`config.mk`:
```
export PLATFORM = sky130hd
export DESIGN_NAME = uart_byte_rx
export DESIGN_NICKNAME = d
export VERILOG_FILES = /design/src/rtl/uart_pkg.sv /design/src/rtl/uart_baud_tick.sv /design/src/rtl/uart_byte_rx.sv
export SDC_FILE = /design/constraint.sdc
export NUM_CORES = 1
export LEC_CHECK = 0
export ABC_AREA = 1
export BUFFER_PORTS_ARGS = -buffer_cell sky130_fd_sc_hd__buf_2
export CORE_MARGIN = 2
export CORE_UTILIZATION = 25
export DETAILED_ROUTE_END_ITERATION = 12
export PLACE_DENSITY = 0.38
export SLEW_MARGIN = 5
export SYNTH_ARGS = -nofsm -noshare
export SYNTH_HDL_FRONTEND = slang
export SYNTH_SLANG_ARGS = --single-unit
```
`constraint.sdc`:
```
create_clock -name clk -period 4.2 [get_ports clk]
set_input_delay 0.63 -clock clk [delete_from_list [all_inputs] [get_ports clk]]
set_output_delay 0.63 -clock clk [all_outputs]
set_load 0.05 [all_outputs]
```
`src/rtl/uart_pkg.sv`:
```
// uart_pkg: shared definitions for the UART byte transmitter/receiver pair.
//   rx_state_t  - receiver FSM states
//   BAUD_*      - 3-bit baud_set codes (shared with the transmitter)
//   DIV_*       - clk cycles per 16x oversampling tick, minus 1, at 50 MHz
//   START_BIT / STOP_BIT - line levels of the framing bits
//   baud_div()  - maps a baud_set code to its tick divisor (unknown codes -> 9600)
package uart_pkg;

    typedef enum logic [2:0] {
        IDLE,
        START,
        DATA,
        PARITY,
        STOP,
        BREAK
    } rx_state_t;

    localparam logic [2:0] BAUD_9600   = 3'b000;
    localparam logic [2:0] BAUD_19200  = 3'b001;
    localparam logic [2:0] BAUD_38400  = 3'b010;
    localparam logic [2:0] BAUD_57600  = 3'b011;
    localparam logic [2:0] BAUD_115200 = 3'b100;

    localparam logic [15:0] DIV_9600   = 16'd324;
    localparam logic [15:0] DIV_19200  = 16'd162;
    localparam logic [15:0] DIV_38400  = 16'd80;
    localparam logic [15:0] DIV_57600  = 16'd53;
    localparam logic [15:0] DIV_115200 = 16'd26;

    localparam logic START_BIT = 1'b0;
    localparam logic STOP_BIT  = 1'b1;

    function automatic logic [15:0] baud_div(input logic [2:0] code);
        case (code)
            BAUD_9600:   return DIV_9600;
            BAUD_19200:  return DIV_19200;
            BAUD_38400:  return DIV_38400;
            BAUD_57600:  return DIV_57600;
            BAUD_115200: return DIV_115200;
            default:     return DIV_9600;
        endcase
    endfunction

endpackage

```
`src/rtl/uart_baud_tick.sv`:
```
// uart_baud_tick: programmable tick generator (one-cycle pulse every div+1 clocks).
//   clk  - system clock
//   rst  - asynchronous active-low reset
//   div  - cycles per tick minus 1
//   en   - counter runs only while high
//   clr  - synchronous clear; restarts the tick phase from 0
//   tick - one-cycle pulse when the counter reaches div
module uart_baud_tick #(
    parameter int unsigned W = 16
) (
    input  logic         clk,
    input  logic         rst,
    input  logic [W-1:0] div,
    input  logic         en,
    input  logic         clr,
    output logic         tick
);

    logic [W-1:0] cnt_q;

    assign tick = en && !clr && (cnt_q == div);

    always_ff @(posedge clk or negedge rst) begin
        if (!rst) begin
            cnt_q <= '0;
        end else if (clr) begin
            cnt_q <= '0;
        end else if (en) begin
            cnt_q <= tick ? '0 : cnt_q + W'(1);
        end
    end

endmodule

```
`src/rtl/uart_byte_rx.sv`:
```
// uart_byte_rx: 8N1 UART receiver, 16x oversampling, 2-of-3 majority vote at mid-bit.
//   clk        - system clock (50 MHz)
//   rst        - asynchronous active-low reset
//   baud_set   - rate select (000=9600 .. 100=115200, others=9600), latched while idle
//   rs232_Rx   - serial line, idle high, asynchronous to clk
//   data_byte  - last received byte (LSB first on the line)
//   rx_done    - one-cycle pulse when data_byte updates
//   frame_err  - one-cycle pulse when the stop bit is sampled low
//   parity_err - one-cycle pulse on bad even parity; tied 0 unless enabled
//   uart_state - high from start edge until the frame decision (and while in break)
// Build option: define UART_RX_PARITY_EN to expect an even parity bit after bit 7.
module uart_byte_rx
    import uart_pkg::*;
#(
    parameter int unsigned OVS         = 16,
    parameter int unsigned SYNC_STAGES = 2
) (
    input  logic       clk,
    input  logic       rst,
    input  logic [2:0] baud_set,
    input  logic       rs232_Rx,
    output logic [7:0] data_byte,
    output logic       rx_done,
    output logic       frame_err,
    output logic       parity_err,
    output logic       uart_state
);

    localparam int unsigned CNT_W = $clog2(OVS);
    localparam logic [CNT_W-1:0] TICK_S0   = CNT_W'(OVS / 2 - 1);
    localparam logic [CNT_W-1:0] TICK_S1   = CNT_W'(OVS / 2);
    localparam logic [CNT_W-1:0] TICK_DEC  = CNT_W'(OVS / 2 + 1);
    localparam logic [CNT_W-1:0] TICK_LAST = CNT_W'(OVS - 1);

    rx_state_t        state_q, state_d;
    logic [CNT_W-1:0] sample_cnt_q, sample_cnt_d, tick_idx;
    logic [2:0]       bit_idx_q, bit_idx_d;
    logic [7:0]       shift_q, shift_d;
    logic [1:0]       samp_q, samp_d;
    logic [7:0]       data_q, data_d;
    logic             done_q, done_d;
    logic             ferr_q, ferr_d;
    logic             perr_q, perr_d;
    logic [15:0]      div_q;
    logic [SYNC_STAGES-1:0] sync_q, valid_q;
    logic             rx_sync, rx_prev_q, armed_q, sync_ok;
    logic             start_edge, tick, tick_en, maj;
`ifdef UART_RX_PARITY_EN
    logic             par_bad_q, par_bad_d;
`endif

    // Synchronizer resets to idle-high. valid_q tracks when the chain holds real
    // line samples, so a line still low after reset cannot fake a start edge.
    always_ff @(posedge clk or negedge rst) begin
        if (!rst) begin
            sync_q    <= '1;
            valid_q   <= '0;
            rx_prev_q <= 1'b1;
            armed_q   <= 1'b0;
        end else begin
            sync_q    <= {sync_q[SYNC_STAGES-2:0], rs232_Rx};
            valid_q   <= {valid_q[SYNC_STAGES-2:0], 1'b1};
            rx_prev_q <= rx_sync;
            armed_q   <= armed_q | (sync_ok & rx_sync);
        end
    end

    assign rx_sync    = sync_q[SYNC_STAGES-1];
    assign sync_ok    = valid_q[SYNC_STAGES-1];
    assign start_edge = (state_q == IDLE) && armed_q && rx_prev_q && !rx_sync;
    assign tick_en    = (state_q != IDLE);

    // Rate is frozen for the duration of a frame.
    always_ff @(posedge clk or negedge rst) begin
        if (!rst) begin
            div_q <= DIV_9600;
        end else if (state_q == IDLE) begin
            div_q <= baud_div(baud_set);
        end
    end

    uart_baud_tick #(
        .W(16)
    ) u_tick (
        .clk  (clk),
        .rst  (rst),
        .div  (div_q),
        .en   (tick_en),
        .clr  (start_edge),
        .tick (tick)
    );

    // The start edge counts as tick 0 of the start bit, so this tick's index is one
    // past the last one seen.
    assign tick_idx = sample_cnt_q + CNT_W'(1);
    assign maj = (samp_q[0] & samp_q[1]) | (samp_q[0] & rx_sync) | (samp_q[1] & rx_sync);

    always_comb begin
        state_d      = state_q;
        sample_cnt_d = sample_cnt_q;
        bit_idx_d    = bit_idx_q;
        shift_d      = shift_q;
        samp_d       = samp_q;
        data_d       = data_q;
        done_d       = 1'b0;
        ferr_d       = 1'b0;
        perr_d       = 1'b0;
`ifdef UART_RX_PARITY_EN
        par_bad_d    = par_bad_q;
`endif
        if (tick) begin
            sample_cnt_d = tick_idx;
            if (tick_idx == TICK_S0) samp_d[0] = rx_sync;
            if (tick_idx == TICK_S1) samp_d[1] = rx_sync;
        end
        case (state_q)
            IDLE: begin
                sample_cnt_d = '0;
                if (start_edge) state_d = START;
            end
            START: begin
                if (tick && tick_idx == TICK_DEC && maj != START_BIT) begin
                    state_d = IDLE;
                end else if (tick && tick_idx == TICK_LAST) begin
                    state_d   = DATA;
                    bit_idx_d = 3'd0;
                end
            end
            DATA: begin
                if (tick && tick_idx == TICK_DEC) shift_d[bit_idx_q] = maj;
                if (tick && tick_idx == TICK_LAST) begin
                    if (bit_idx_q == 3'd7) begin
`ifdef UART_RX_PARITY_EN
                        state_d = PARITY;
`else
                        state_d = STOP;
`endif
                    end else begin
                        bit_idx_d = bit_idx_q + 3'd1;
                    end
                end
            end
`ifdef UART_RX_PARITY_EN
            PARITY: begin
                if (tick && tick_idx == TICK_DEC) par_bad_d = (^shift_q) ^ maj;
                if (tick && tick_idx == TICK_LAST) state_d = STOP;
            end
`endif
            STOP: begin
                // Deciding at mid-stop re-arms in time for a back-to-back start bit.
                if (tick && tick_idx == TICK_DEC) begin
                    if (maj == STOP_BIT) begin
                        data_d  = shift_q;
                        done_d  = 1'b1;
`ifdef UART_RX_PARITY_EN
                        perr_d  = par_bad_q;
`endif
                        state_d = IDLE;
                    end else begin
                        ferr_d  = 1'b1;
                        state_d = BREAK;
                    end
                end
            end
            BREAK: begin
                if (rx_sync) state_d = IDLE;
            end
            default: state_d = IDLE;
        endcase
    end

    always_ff @(posedge clk or negedge rst) begin
        if (!rst) begin
            state_q      <= IDLE;
            sample_cnt_q <= '0;
            bit_idx_q    <= '0;
            shift_q      <= '0;
            samp_q       <= '1;
            data_q       <= '0;
            done_q       <= 1'b0;
            ferr_q       <= 1'b0;
            perr_q       <= 1'b0;
        end else begin
            state_q      <= state_d;
            sample_cnt_q <= sample_cnt_d;
            bit_idx_q    <= bit_idx_d;
            shift_q      <= shift_d;
            samp_q       <= samp_d;
            data_q       <= data_d;
            done_q       <= done_d;
            ferr_q       <= ferr_d;
            perr_q       <= perr_d;
        end
    end

`ifdef UART_RX_PARITY_EN
    always_ff @(posedge clk or negedge rst) begin
        if (!rst) par_bad_q <= 1'b0;
        else      par_bad_q <= par_bad_d;
    end
    assign parity_err = perr_q;
`else
    assign parity_err = 1'b0;
`endif

    assign data_byte  = data_q;
    assign rx_done    = done_q;
    assign frame_err  = ferr_q;
    assign uart_state = (state_q != IDLE);

endmodule

```
## After elaboration in Yosys (flattened, before gate mapping)

Cells that the tools add are included.

| storage, ports and cells | value |
|---|---|
| register bits after elaboration | 68 |
| input bits | 6 |
| output and inout port bits | 12 |
| logic and storage cells | 101 |

| operators by class | value |
|---|---|
| add/subtract/negate cells | 3 |
| $lt $le $gt $ge | 2 |
| equality and inequality tests | 23 |
| multiplexer cells | 29 |
| bitwise gates (word level) | 7 |
| reduce and logical (&&, ||, !) cells | 22 |

Operator list:

| cell | count |
|---|---|
| 16-bit 2-to-1 mux | 3 |
| 3-bit 2-to-1 mux | 12 |
| 9-bit one-hot mux with 4 select lines | 1 |
| 16-bit by 1-bit adder with 16-bit output (second input constant) | 1 |
| 16-bit == test | 1 |
| 3-bit one-hot mux with 5 select lines | 1 |
| 2-bit != test (second input constant) | 7 |
| 3-bit == test (second input constant) | 4 |
| 4-bit == test (second input constant) | 3 |
| 3-bit by 2-bit == test with 1-bit output (second input constant) | 3 |
| 1-bit logical AND | 9 |
| 8-bit bitwise mux | 1 |
| 4-bit 2-to-1 mux | 2 |
| 1-bit 2-to-1 mux | 7 |
| 3-bit by 1-bit == test with 1-bit output (second input constant) | 2 |
| 3-bit one-hot mux with 2 select lines | 1 |
| 2-bit AND reduction | 3 |
| 6-bit AND reduction | 1 |
| 2-bit nonzero test | 3 |
| 5-bit AND reduction | 1 |
| 4-bit by 1-bit adder with 4-bit output (second input constant) | 1 |
| 1-bit bitwise AND | 4 |
| 4-bit by 3-bit == test with 1-bit output (second input constant) | 1 |
| 3-bit by 4-bit less-than comparator with 1-bit output (second input constant) | 1 |
| other kinds (10) | 13 |

## Logic depth before layout (Yosys ltp)

| depth | value |
|---|---|
| depth after elaboration | 11 |
| gate-level depth with buffers | 13 |
| depth with buffers taken out | 13 |

## Modules after synthesis

A second synthesis with hierarchy kept.

| unflattened totals | value |
|---|---|
| cell total of the unflattened synthesis | 480 |
| area, all modules | 3,485.8 um^2 |

Modules (own cells, without submodules):

| module | instances | cells each | area an instance (um^2) | sequential area each (um^2) |
|---|---|---|---|---|
| uart_byte_rx | 1 | 240 | 2,110.8 | 1,136.1 |
| uart_baud_tick | 1 | 240 | 1,375.1 | 400.4 |

## Least setup slack after synthesis

Ideal clock, no wire load.

| timing path | value |
|---|---|
| kind | flip-flop to flip-flop |
| from | register sample_cnt_q[0] |
| to | register state_q[0] |
| library setup time | 0.117 ns |
| arrival time | 1.620 ns |
| required time | 4.083 ns |
| setup slack | 2.463 ns |
| cell stages (with the launch flop) | 11 |
| path buffers | 0 |
| period minus slack after synthesis | 1.737 ns |
| cell sequence | dfrtp_1 -> ha_1 -> xor2_2 -> nor3_2 -> nand3_1 -> nand2_1 -> inv_2 -> nor2_4 -> nand2_1 -> nand2_1 -> nand2_1 |

| between the ends | value |
|---|---|
| cells in the longest elaborated chain, start to end | 6 |
| elaborated cells on any way between the ends | 12 |
| those cells by class | add/sub (1); eq/ne (5); mux (2); reduce/logical (4) |

Ends and longest elaborated chain:

| element | RTL line | source |
|---|---|---|
| start, declared | uart_byte_rx.sv:36 | `logic [CNT_W-1:0] sample_cnt_q, sample_cnt_d, tick_idx;` |
| start signal, assigned | uart_byte_rx.sv:185 | `sample_cnt_q <= sample_cnt_d;` |
| 4-bit by 1-bit adder with 4-bit output * | uart_byte_rx.sv:95 | `assign tick_idx = sample_cnt_q + CNT_W'(1);` |
| 4-bit == test | uart_byte_rx.sv:122, uart_byte_rx.sv:151 |  |
| 1-bit logical AND | uart_byte_rx.sv:122, uart_byte_rx.sv:151 |  |
| 1-bit logical AND | uart_byte_rx.sv:122 | `if (tick && tick_idx == TICK_DEC && maj != START_BIT) begin` |
| 3-bit != test (no source line) / 3-bit 2-to-1 mux (equally long branches) | - |  |
| 6-bit AND reduction (no source line) / 3-bit one-hot mux with 5 select lines (equally long branches) | - |  |
| end signal, assigned | uart_byte_rx.sv:184 | `state_q <= state_d;` |
| end, declared | uart_byte_rx.sv:35 | `rx_state_t state_q, state_d;` |

Mark *: on every way between the ends. The rest lies on a longest branch, timed or not.
A chain may end at the register's enable or synchronous reset.

## Worst setup path after layout

| timing path | value |
|---|---|
| from | register state_q[0] |
| to | register state_q[2] |

| between the ends | value |
|---|---|
| cells in the longest elaborated chain, start to end | 11 |
| elaborated cells on any way between the ends | 24 |
| those cells by class | eq/ne (10); mux (2); reduce/logical (12) |

Ends and longest elaborated chain:

| element | RTL line | source |
|---|---|---|
| 3-bit zero test | uart_byte_rx.sv:70, uart_byte_rx.sv:116 |  |
| 1-bit logical AND (3 in a row) | uart_byte_rx.sv:70 | `assign start_edge = (state_q == IDLE) && armed_q && rx_prev_q && !rx_sync;` |
| 1-bit zero test | uart_baud_tick.sv:21 | `assign tick = en && !clr && (cnt_q == div);` |
| 1-bit logical AND (2 in a row) | uart_baud_tick.sv:21 |  |
| 1-bit logical AND | uart_byte_rx.sv:122, uart_byte_rx.sv:151 |  |
| 1-bit logical AND | uart_byte_rx.sv:122 |  |
| 3-bit != test (no source line) / 3-bit 2-to-1 mux (equally long branches) | - |  |
| 6-bit AND reduction (no source line) / 3-bit one-hot mux with 5 select lines (equally long branches) | - |  |

Parallel ways exist; a longest one is shown, timed or not.

==> metrics.cfg <==
[synth]
netlist_top_cells_count=108 x nand2_1, 53 x dfrtp_1, 42 x inv_1
postSynthAreaPerCell_um2=8.12
synth.distinct_cells=41
synth-edff-count=0
synthMostInstantiatedCell=nand2_1
synthCells=396
yosysTopAreaCell=dfrtp_1
synth_top_area_share_pct=41.2
syn_area_um2=3220
synth_fp_nets=409
synth.area.top_cells=dfrtp_1 41%, nand2_1 13%, dfstp_2 6.5%
synthFlopType=dfrtp_1
seq_area_frac_synth_pct=47.8
yosys_warnings=0
synth_seq_cells=61
synthArstFlopShare_pct=100

[timing]
period_share_pct=53.3
max_freq_ghz=0.447
hold_viol=0
fin_tns_setup_ns=0
layout_min_cycle_time_ns=2.24
rsz0062_at_grt=no
worst_pin_slew_ns=0.625
drv_slew=0
relSlewSlack_pct=58.3
setup_viol=0
clock_skew_ns=0.00876

[placement]
dp.final_hpwl_mm=5.45
gp_congestion=0.844
port_buffers=16
dp.cells=580

[finish]
antenna_cells=0
fin_util_pct=30.2
seq_area_um2=1540
drive_above_1_share_pct=17.9
fill_cells=1349
syn_to_final_growth_pct=17.9
nNetsFinal=432
multi_input_area_um2=1440
final_cells=596

[routing]
num_vias=2505
dr.first_iter.drc_count=74
avgRoutedWirePerCell_um=12.5
final_antenna_net_count=0
dr.pass1.iters=4
drc=0
viasPerCell=4.20
routed_wl_mm=7.42

[power_and_ir_drop]
power_density_nw_per_um2=597
total_power_mw=2.27
p_leak_nw=1.82
vdd_ir_drop_max_uv=266

[clock_tree]
cts_root_buf=clkbuf_16
clk_pin_slew_ns=0.05
cts_max_level=3
cts_tree=yes
cts_setup_buffers=0
cts_sinks=61
ctsHoldBuffers=0
cts_buffers=9
insertion_delay_ns=0.34
cts-resized-gates=0
clock_path_buffers=2

[die]
coreArea_um2=12600
design.die.area_um2=13800
fp.dieW_um=117
start_util_pct=25.6
fp.dieH_um=117
rows=41
io_pins=18

[run]
max_cap_violations=0

[setup_path]
path_max_fanout=14
required_ns=4.43
cp-end-kind=flop
startpoint_type=flop
cp.arrival_ns=2.46
worstSetupPathType=reg2reg

[grt]
track_usage_pct=12.1
gr-total-overflow=0
grt_max_degree=36
grt_pass1_wl_mm=13.0
first_global_vias=2527
antenna_found_initial=0

[hold_path]
hold_path_class=in2async

[status]
outcome=finished, final reports clean

-- worst paths after layout --
kind	from	to	slack [ns]	cells past startpoint
worst max-delay path	state_q[0]	state_q[2]	1.96	11
worst min-delay path	rst	div_q[0]	0.31	1
worst max register to register	state_q[0]	state_q[2]	1.96	11
worst min register to register	valid_q[0]	valid_q[1]	0.35	0
max in group asynchronous	rst	sample_cnt_q[2]	2.99	2
min in group clk	valid_q[0]	valid_q[1]	0.35	0
-- final cells by class --
| type | instances | share of cell area (%) |
|---|---|---|
| sequential | 61 | 40.5 |
| multi-input combinational | 274 | 37.9 |
| clock buffer | 10 | 6.30 |
| inverter | 56 | 5.67 |
| tap | 172 | 5.67 |
| timing repair buffer | 17 | 2.31 |
| clock inverter | 6 | 1.65 |
-- layout by cell type (no fill, tap or decap), drive strengths merged --
cell type	synthesis	final
a211oi	1	1
a21oi	7	7
a22oi	1	1
buf	3	17
bufinv	0	1
clkbuf	2	10
clkinv	1	3
clkinvlp	0	3
conb	2	2
dfrtp	53	53
dfstp	8	8
ha	7	7
inv	55	55
nand2	112	112
nand3	30	30
nand3b	1	1
nand4	5	5
nor2	46	46
nor3	15	15
nor4	2	2
o211ai	1	1
o21a	3	3
o21ai	21	21
o221ai	1	1
o22ai	8	8
o31ai	1	1
or2	1	1
xnor2	3	3
xor2	6	6
-- report_power, final --
group	internal, mW	switching (mW)
Clock	0.472	0.276
Combinational	0.221	0.508
Sequential	0.696	0.0937
-- critical path: stages, from the launching register on --
cell and delay (ns):
dfrtp_1 0.45, inv_2 0.08, nand3_2 0.27, inv_2 0.17
nand2_2 0.27, inv_1 0.23, nor3_1 0.27, nand2_2 0.09
nor2_4 0.11, nand2_1 0.08, nand2_1 0.06, nand2_1 0.05
-- cell families after synthesis --
| group | share of synthesized area [%] |
|---|---|
| fa+ha+maj | 2.72 |
| other cells | 0.233 |
| simple gates | 31.2 |
| buf+inv | 7.55 |
| flops | 47.8 |
| compound gates | 7.82 |
| xor+xnor | 2.68 |
-- flip-flops by register name, summed over array words and instances (netlist names) --
signal and flops:
sync_q 2, div_q 9, shift_q 8, rx_prev_q 1, valid_q 2, rx_done 1
data_byte 8, bit_idx_q 3, sample_cnt_q 4, armed_q 1, state_q 3, samp_q 2
frame_err 1, u_tick.cnt_q 16
-- metrics by stage --
step	hold WS (ns)	cell area, um^2	setup WS (ns)
2_1_floorplan	0.331	3220	2.46
3_3_place_gp	0.333	3490	1.94
3_5_place_dp	0.335	3490	1.89
4_1_cts	0.338	3790	1.88
5_1_grt	0.357	3790	1.66
6_report	0.309	3790	1.96
-- metal layers --
metal | part of all wire [%] | GRT usage, % | vias up | routed length, um
met1 | 51 | 16.3 | 1143 | 3760
met3 | 3.5 | 3.99 | 11 | 263
met5 | 0 | 0 | - | 0
met2 | 44 | 17.9 | 40 | 3260
li1 | - | - | 1311 | -
met4 | 1.9 | 5.20 | 0 | 138
Power figures use the tool's default switching activity.
